**src/rtl/intersection_sequencer_if.sv**
```systemverilog
// Signal bundle between the intersection sequencer and board I/O.
//   Board -> sequencer: ns_car, ew_car (level sensors), ped_req (synchronised push-button)
//   Sequencer -> board: ns_g/ns_y/ns_r, ew_g/ew_y/ew_r lamps, walk lamp, ped_wait,
//                       tick (observation), phase[2:0] (current state)
// master: board/environment side. slave: sequencer side.
interface intersection_sequencer_if;
  logic       ns_car;
  logic       ew_car;
  logic       ped_req;
  logic       ns_g;
  logic       ns_y;
  logic       ns_r;
  logic       ew_g;
  logic       ew_y;
  logic       ew_r;
  logic       walk;
  logic       ped_wait;
  logic       tick;
  logic [2:0] phase;

  modport master (
    output ns_car, ew_car, ped_req,
    input  ns_g, ns_y, ns_r, ew_g, ew_y, ew_r, walk, ped_wait, tick, phase
  );

  modport slave (
    input  ns_car, ew_car, ped_req,
    output ns_g, ns_y, ns_r, ew_g, ew_y, ew_r, walk, ped_wait, tick, phase
  );
endinterface

```
**src/rtl/intersection_sequencer.sv**
```systemverilog
// Four-phase intersection controller with demand-driven green extension and an
// exclusive all-red pedestrian WALK phase.
//   clk  : system clock
//   rst  : synchronous, active-high reset
//   bus  : intersection_sequencer_if.slave
//          in : ns_car, ew_car, ped_req
//          out: NS/EW lamps, walk, ped_wait, tick, phase
// Timing is in ticks; one tick every CLKS_PER_TICK clocks. Sensors and the
// pedestrian latch are only looked at on tick cycles.
module intersection_sequencer #(
  parameter int unsigned CLKS_PER_TICK = 4,
  parameter int unsigned GREEN_MIN     = 5,
  parameter int unsigned GREEN_MAX     = 10,
  parameter int unsigned YELLOW_T      = 2,
  parameter int unsigned ALLRED_T      = 1,
  parameter int unsigned WALK_T        = 4
) (
  input  logic                     clk,
  input  logic                     rst,
  intersection_sequencer_if.slave  bus
);

  localparam int unsigned DivW = (CLKS_PER_TICK > 1) ? $clog2(CLKS_PER_TICK) : 1;

  // Counter must hold the last value of the longest phase.
  localparam int unsigned MaxA   = (GREEN_MAX > WALK_T) ? GREEN_MAX : WALK_T;
  localparam int unsigned MaxB   = (YELLOW_T > ALLRED_T) ? YELLOW_T : ALLRED_T;
  localparam int unsigned CntMax = (MaxA > MaxB) ? MaxA : MaxB;
  localparam int unsigned CntW   = (CntMax > 1) ? $clog2(CntMax) : 1;

  localparam logic [DivW-1:0] DivLast       = DivW'(CLKS_PER_TICK - 1);
  localparam logic [CntW-1:0] GreenMinLast  = CntW'(GREEN_MIN - 1);
  localparam logic [CntW-1:0] GreenMaxLast  = CntW'(GREEN_MAX - 1);
  localparam logic [CntW-1:0] YellowLast    = CntW'(YELLOW_T - 1);
  localparam logic [CntW-1:0] AllRedLast    = CntW'(ALLRED_T - 1);
  localparam logic [CntW-1:0] WalkLast      = CntW'(WALK_T - 1);

  typedef enum logic [2:0] {
    StNsG    = 3'd0,
    StNsY    = 3'd1,
    StAllRed = 3'd2,
    StEwG    = 3'd3,
    StEwY    = 3'd4,
    StWalk   = 3'd5
  } state_e;

  typedef enum logic {
    DirNs = 1'b0,
    DirEw = 1'b1
  } dir_e;

  state_e          state_q, state_d;
  dir_e            next_dir_q, next_dir_d;
  logic [DivW-1:0] div_q, div_d;
  logic [CntW-1:0] cnt_q, cnt_d;
  logic            ped_q, ped_d;

  logic tick;
  logic green_min_met;
  logic green_at_max;
  state_e dir_green;

  // ---------------------------------------------------------------------------
  // Tick divider
  // ---------------------------------------------------------------------------
  assign tick  = (div_q == DivLast);

  always_comb begin
    div_d = div_q + 1'b1;
    if (tick) begin
      div_d = '0;
    end
  end

  // ---------------------------------------------------------------------------
  // Phase sequencing
  // ---------------------------------------------------------------------------
  assign green_min_met = (cnt_q >= GreenMinLast);
  assign green_at_max  = (cnt_q == GreenMaxLast);
  assign dir_green     = (next_dir_q == DirNs) ? StNsG : StEwG;

  always_comb begin
    state_d    = state_q;
    next_dir_d = next_dir_q;

    case (state_q)
      StNsG: begin
        // Leave early only after the minimum, and only if someone is waiting.
        if (tick && green_min_met && (bus.ew_car || ped_q || green_at_max)) begin
          state_d = StNsY;
        end
      end
      StNsY: begin
        if (tick && (cnt_q == YellowLast)) begin
          state_d    = StAllRed;
          next_dir_d = DirEw;
        end
      end
      StEwG: begin
        if (tick && green_min_met && (bus.ns_car || ped_q || green_at_max)) begin
          state_d = StEwY;
        end
      end
      StEwY: begin
        if (tick && (cnt_q == YellowLast)) begin
          state_d    = StAllRed;
          next_dir_d = DirNs;
        end
      end
      StAllRed: begin
        if (tick && (cnt_q == AllRedLast)) begin
          state_d = ped_q ? StWalk : dir_green;
        end
      end
      StWalk: begin
        // WALK is already all-red, so it hands straight over to the next green.
        if (tick && (cnt_q == WalkLast)) begin
          state_d = dir_green;
        end
      end
      default: begin
        // Encodings 6/7: recover without waiting for a tick.
        state_d = StNsG;
      end
    endcase
  end

  // Phase counter: restarts on every state change, otherwise advances on tick.
  always_comb begin
    cnt_d = cnt_q;
    if (state_d != state_q) begin
      cnt_d = '0;
    end else if (tick) begin
      cnt_d = cnt_q + 1'b1;
    end
  end

  // ---------------------------------------------------------------------------
  // Pedestrian latch; the clear on WALK entry overrides a same-cycle request.
  // ---------------------------------------------------------------------------
  always_comb begin
    ped_d = ped_q;
    if (bus.ped_req && (state_q != StWalk)) begin
      ped_d = 1'b1;
    end
    if ((state_d == StWalk) && (state_q != StWalk)) begin
      ped_d = 1'b0;
    end
  end

  // ---------------------------------------------------------------------------
  // State registers
  // ---------------------------------------------------------------------------
  always_ff @(posedge clk) begin
    if (rst) begin
      state_q    <= StNsG;
      next_dir_q <= DirEw;
      div_q      <= '0;
      cnt_q      <= '0;
      ped_q      <= 1'b0;
    end else begin
      state_q    <= state_d;
      next_dir_q <= next_dir_d;
      div_q      <= div_d;
      cnt_q      <= cnt_d;
      ped_q      <= ped_d;
    end
  end

  // ---------------------------------------------------------------------------
  // Lamp decode (state only)
  // ---------------------------------------------------------------------------
  always_comb begin
    bus.ns_g = 1'b0;
    bus.ns_y = 1'b0;
    bus.ns_r = 1'b0;
    bus.ew_g = 1'b0;
    bus.ew_y = 1'b0;
    bus.ew_r = 1'b0;
    bus.walk = 1'b0;

    case (state_q)
      StNsG: begin
        bus.ns_g = 1'b1;
        bus.ew_r = 1'b1;
      end
      StNsY: begin
        bus.ns_y = 1'b1;
        bus.ew_r = 1'b1;
      end
      StEwG: begin
        bus.ew_g = 1'b1;
        bus.ns_r = 1'b1;
      end
      StEwY: begin
        bus.ew_y = 1'b1;
        bus.ns_r = 1'b1;
      end
      StWalk: begin
        bus.ns_r = 1'b1;
        bus.ew_r = 1'b1;
        bus.walk = 1'b1;
      end
      default: begin
        // All-red, and also the safe decode for illegal encodings.
        bus.ns_r = 1'b1;
        bus.ew_r = 1'b1;
      end
    endcase
  end

  assign bus.ped_wait = ped_q;
  assign bus.tick     = tick;
  assign bus.phase    = state_q;

  // Exactly one lamp lit per approach.
  assert property (@(posedge clk) $onehot({bus.ns_g, bus.ns_y, bus.ns_r}));
  assert property (@(posedge clk) $onehot({bus.ew_g, bus.ew_y, bus.ew_r}));

endmodule

```
**src/flat_wrapper.sv**
```systemverilog
// flat-port wrapper written by rule: the top's interface ports become plain ports
module intersection_sequencer_flat 
#(
  parameter int unsigned CLKS_PER_TICK = 4,
  parameter int unsigned GREEN_MIN     = 5,
  parameter int unsigned GREEN_MAX     = 10,
  parameter int unsigned YELLOW_T      = 2,
  parameter int unsigned ALLRED_T      = 1,
  parameter int unsigned WALK_T        = 4
)
  (clk, rst, bus_ns_car, bus_ew_car, bus_ped_req, bus_ns_g, bus_ns_y, bus_ns_r, bus_ew_g, bus_ew_y, bus_ew_r, bus_walk, bus_ped_wait, bus_tick, bus_phase);
  intersection_sequencer_if bus_i ();
  input  logic clk;
  input  logic rst;
  input wire logic [$bits(bus_i.ns_car)-1:0] bus_ns_car;
  input wire logic [$bits(bus_i.ew_car)-1:0] bus_ew_car;
  input wire logic [$bits(bus_i.ped_req)-1:0] bus_ped_req;
  output wire logic [$bits(bus_i.ns_g)-1:0] bus_ns_g;
  output wire logic [$bits(bus_i.ns_y)-1:0] bus_ns_y;
  output wire logic [$bits(bus_i.ns_r)-1:0] bus_ns_r;
  output wire logic [$bits(bus_i.ew_g)-1:0] bus_ew_g;
  output wire logic [$bits(bus_i.ew_y)-1:0] bus_ew_y;
  output wire logic [$bits(bus_i.ew_r)-1:0] bus_ew_r;
  output wire logic [$bits(bus_i.walk)-1:0] bus_walk;
  output wire logic [$bits(bus_i.ped_wait)-1:0] bus_ped_wait;
  output wire logic [$bits(bus_i.tick)-1:0] bus_tick;
  output wire logic [$bits(bus_i.phase)-1:0] bus_phase;
  assign bus_i.ns_car = bus_ns_car;
  assign bus_i.ew_car = bus_ew_car;
  assign bus_i.ped_req = bus_ped_req;
  assign bus_ns_g = bus_i.ns_g;
  assign bus_ns_y = bus_i.ns_y;
  assign bus_ns_r = bus_i.ns_r;
  assign bus_ew_g = bus_i.ew_g;
  assign bus_ew_y = bus_i.ew_y;
  assign bus_ew_r = bus_i.ew_r;
  assign bus_walk = bus_i.walk;
  assign bus_ped_wait = bus_i.ped_wait;
  assign bus_tick = bus_i.tick;
  assign bus_phase = bus_i.phase;
  intersection_sequencer #(.CLKS_PER_TICK(CLKS_PER_TICK), .GREEN_MIN(GREEN_MIN), .GREEN_MAX(GREEN_MAX), .YELLOW_T(YELLOW_T), .ALLRED_T(ALLRED_T), .WALK_T(WALK_T)) u_core (.clk(clk), .rst(rst), .bus(bus_i));
endmodule
```
**config.mk**
```make
export PLATFORM = sky130hd
export DESIGN_NAME = intersection_sequencer_flat
export DESIGN_NICKNAME = d
export VERILOG_FILES = /design/src/rtl/intersection_sequencer_if.sv /design/src/rtl/intersection_sequencer.sv /design/src/flat_wrapper.sv
export SDC_FILE = /design/constraint.sdc
export NUM_CORES = 1
export LEC_CHECK = 0
export BUFFER_PORTS_ARGS = -buffer_cell sky130_fd_sc_hd__buf_2
export CORE_AREA = 3 3 45 47
export DETAILED_ROUTE_END_ITERATION = 12
export DIE_AREA = 0 0 48 50
export PLACE_DENSITY = 0.65
export SETUP_SLACK_MARGIN = 0.4
export SKIP_LAST_GASP = 1
export SLEW_MARGIN = 5
export SYNTH_ARGS = -nofsm -noshare
export SYNTH_HDL_FRONTEND = slang
export SYNTH_SLANG_ARGS = --single-unit
```
**constraint.sdc**
```tcl
create_clock -name clk -period 2.5 [get_ports clk]
set_input_delay 0.5 -clock clk [delete_from_list [all_inputs] [get_ports clk]]
set_output_delay 0.5 -clock clk [all_outputs]
set_load 0.1 [all_outputs]
```
[Word-level counts from Yosys, hierarchy flattened]
Index checks and enable logic that the tools add are counted.
Word-level totals
  bits of input ports: 5
  register bits: 11
Cells by class
  equality and inequality tests: 14
  reduce and logical (&&, ||, !) cells: 22
  order comparisons: 1
  muxes and demuxes: 18
  $add $sub $neg: 2
Operators by type and width (number)
  $mux W3: 6
  $pmux W3 S5: 1
  $reduce_or A2 Y1: 6
  $eq A3 B3 Y1 const B: 3
  $mux W1: 9
  $logic_and A1 B1 Y1: 8
  $eq A3 B2 Y1 const B: 2
  $add A4 B1 Y4 const B: 1
  $eq A4 B1 Y1 const B: 1
  $eq A4 B2 Y1 const B: 1
  $eq A4 B4 Y1 const B: 1
  $ge A4 B3 Y1 const B: 1
  $logic_not A4 Y1: 1
  $logic_or A1 B1 Y1: 4
  $ne A2 B1 Y1 const B: 2
  $eq A3 B1 Y1 const B: 1
  $logic_not A3 Y1: 1
  $ne A3 B3 Y1: 1
  $ne A3 B3 Y1 const B: 1
  $reduce_and A3 Y1: 1
  $add A2 B1 Y2 const B: 1
  $eq A2 B2 Y1 const B: 1
  $mux W2: 1
  $pmux W1 S2: 1
  $reduce_bool A2 Y1: 1

[Depth between registers and ports, before layout]
  depth in word-level cells: 8
  depth in mapped cells: 8

[Least setup slack after synthesis]
No wires, ideal clock.
  path kind: register -> output
  start: register u_core.state_q[2], in the netlist u_core.bus.phase[2]
  end: output bus_ew_r
  required time: 2.000 ns
  buffers on the path: 1
  arrival time: 4.716 ns
  path slack: -2.716 ns
  cell stages (with the launch flop): 5
  cell sequence: dfxtp_1 buf_2 inv_1 nor3_1 nor2_1
Between the ends
  longest elaborated chain between the ends: 3
RTL lines
  from (decl): line intersection_sequencer.sv:52  | state_e state_q, state_d;
  from (signal assigned): line intersection_sequencer.sv:156  | state_q <= StNsG;
  from (signal assigned): line intersection_sequencer.sv:162  | state_q <= state_d;
  $eq A3 B2 Y1 / $eq A3 B3 Y1 (equally long branches): line intersection_sequencer.sv:182  | case (state_q)
  $reduce_or A2 Y1 (no source line) (*)
  $mux W1 (*): line intersection_sequencer.sv:182
  to (decl): line flat_wrapper.sv:23  | output wire logic [$bits(bus_i.ew_r)-1:0] bus_ew_r;
Mark *: on every way between the ends. The rest lies on a longest branch, timed or not.

[Final worst setup path]
  start: register u_core.state_q[1], in the netlist u_core.bus.phase[1]
  end: output bus_ew_r
The elaborated chain is that of the path after synthesis.

==> metrics.txt <==
initial antenna violation count 0; Setup Skew between 0.5 and 0.6 ps; Vias 730; adder-cell share of the synthesized area 0.06645; root buf cell clkbuf_4; antenna cells 0; final hold vios 0; layout cells sized above 1 0.3458; hold bufs inserted after CTS 0; TritonCTS Buffers 3; Starting DRT DRC Count 23; I/O pin total 17; multiplexer share of the synthesized area 0.02658; Synth area leader dfxtp_1; Worst R2R Setup Slack around 510 ps; met2 usage 0.2489; Vias/cell slightly below 6; met1 Track Usage GR 0.2313; end point of the critical path bus_ew_r; status finished, final reports clean; Fin Setup TNS 0 ps; number of flops mapped to enable cells by yosys 0; Synth cell types 39; I/O Buffers 16; Critical Path End Type primary output; Final ANT Viol Nets 0; Critical Path AT approximately 1500 ps; Post-CTS Setup Repair Bufs 0; Clock Tree Buf Depth 2; area grow syn2layout 21.93%; first-pass GRT wire length 2870 um; Synth Area in XOR/XNOR 0.03488; core region area roughly 0.0017 sq mm; Tightest Pin Transition between 400 and 500 ps; Seq cells post-synth 11; Synth top area share 0.2924; CP max FO 10; Netlist Area Pre-Place roughly 750 sq um; Max Clk Rate between 0.4 and 0.5 GHz; Period minus WS final approximately 2000 ps; register area share after synthesis 0.2924; worst hold slack between 400 and 500 ps; Synth Area in Compound Gates 0.1910; Die W ~48 um; H-Tree Depth 1; Syn Nets 102; PD cells between 400 and 500 mW/mm^2; fin worst setup slack approximately 500 ps; average size of a mapped cell around 8.1 sq um; Hold Path Class reg -> reg; Residual DRC 0; Die Area approximately 0.0024 sq mm; Pre-antenna DRT Iters 5; clk_lat worst skew 270 ps; Initial Util 0.4459; synthesis warning total 0; fin crit share 0.8049; Startpoint Class register; vias in the first global route 644; drt total wl 1860 um; GR peak layer met2; Final Net Count about 120; Gate Count Post-Synth 93; row cnt 15; Critical Path Start u_core.bus.phase[1]; RSZ-0062 raised after global routing true; R2R depth 6; WS Path Type reg -> out; Synth Area in Simple Gates 0.3123; WL per Instance approximately 15 um; Overall Global Routing Usage 0.1618; Tot Pwr between 0.3 and 0.4 mW; total grt overflow 0; Worst EP required 2000 ps; Max-cap violations 0; Die Ht ~50 um; total clock sinks 11; R2R Path End u_core.cnt_q[2]; final HPWL from detailed placement between 1000 and 1500 um; peak supply drop between 300 and 400 uV; Finish-stage setup viols 0; largest net degree at the start of global routing 16; RR Startpoint u_core.div_q[0]; met3 usage 0.02190; max-slew violations 0; CTS tree yes; clock-pin slew on the worst setup and hold paths about 70 ps; gp weighted congestion a little under 0.8; Synth Flop Type dfxtp_1; static leakage roughly 0.35 nW; largest family of logic cells by synthesized area simple AND/OR/NAND/NOR gates; top cells by area, synth dfxtp_1, ha_1, nor2_1; post-synthesis async set-or-reset flop share 0; normalized max-slew margin 0.6783; pre-CTS setup slack roughly 460 ps
## Yosys cell counts (2+ instances only)
| cell | n |
|---|---|
| nor2_1 | 12 |
| dfxtp_1 | 11 |
| nor3_1 | 8 |
| a21oi_1 | 7 |
| ha_1 | 4 |
| inv_1 | 4 |
| nand2_1 | 4 |
| nand2b_1 | 4 |
| nand3_1 | 3 |
| and3_1 | 2 |
| buf_6 | 2 |
| mux2i_1 | 2 |
| nor3b_1 | 2 |
| o21ai_1 | 2 |
| xor2_1 | 2 |
## per-layer routing
layer  share of wire  vias to the layer above
met5               0                        -
met4           0.010                        0
met3           0.054                        5
met2            0.48                       30
met1            0.46                      336
li1                -                      359
## timing repair
| item | 4_1_cts | 5_1_grt |
|---|---|---|
| pin swaps | 0 | 1 |
| resized for setup | 1 | 5 |
| setup endpoints to repair | 1 | 6 |
## logic make-up after synthesis
family | Yosys count
buffers and inverters | 10
multiplexers | 2
AND/OR/NAND/NOR | 42
flip-flops | 11
adder cells (fa/ha/maj) | 4
XOR/XNOR | 3
AO/OA/AOI/OAI | 21
## layout make-up
cell class	instances	area, sq um
clock buffer	4	26.28
fill	171	770.7
inverter	4	17.52
multi-input combinational	72	541.8
sequential	11	229.0
tap	17	21.27
timing repair buffer	16	82.58
## placed cells by master (no fill, tap or decap), types with 2 or more instances in the layout
| cell | synthesis | layout |
|---|---|---|
| a21oi_1 | 7 | 7 |
| and3_2 | 0 | 2 |
| buf_2 | 1 | 15 |
| clkbuf_4 | 0 | 3 |
| dfxtp_1 | 11 | 8 |
| dfxtp_4 | 0 | 2 |
| ha_1 | 4 | 3 |
| inv_1 | 4 | 3 |
| mux2i_1 | 2 | 2 |
| nand2_1 | 4 | 4 |
| nand2b_1 | 4 | 4 |
| nand3_1 | 3 | 3 |
| nor2_1 | 12 | 9 |
| nor2_4 | 0 | 2 |
| nor3_1 | 8 | 7 |
| nor3b_1 | 2 | 2 |
| xor2_1 | 2 | 2 |
## through the flow
stage,util,area [sq um],cells
3_5_place_dp,0.5133,867.1,120
3_3_place_gp,0.5133,867.1,120
5_1_grt,0.5437,918.4,124
2_1_floorplan,-,815.8,93
4_1_cts,0.5304,895.9,124
6_report,0.5437,918.4,124
## flip-flops by register name (all words and copies together) (netlist names)
signal               flops
u_core.div_q             2
u_core.cnt_q             4
u_core.bus.phase         3
u_core.bus.ped_wait      1
u_core.next_dir_q        1
## critical path: stages (launching register included)
cell     delay [ps]
dfxtp_2         380
nor2b_2         190
and2_4          180
nor2_4           60
buf_2           420
## worst min-delay path by stage
stage | start | endpoint | depth (start not counted)
after floorplan | u_core.div_q[0] | u_core.div_q[0] | 1
after global routing | rst | u_core.bus.phase[0] | 2
after detailed placement | u_core.div_q[0] | u_core.div_q[0] | 1
after global placement | u_core.div_q[0] | u_core.div_q[0] | 1
after CTS | rst | u_core.bus.phase[2] | 2
final | u_core.div_q[0] | u_core.div_q[0] | 1
## power by group
group / internal [mW] / leakage (nW) / switching (mW)
Sequential: 0.180 / 0.0917 / 0.00816
Clock: 0.0617 / 0.0150 / 0.0636
Combinational: 0.0211 / 0.240 / 0.0439
Total: 0.263 / 0.347 / 0.116
(Power assumes the default switching activity.)
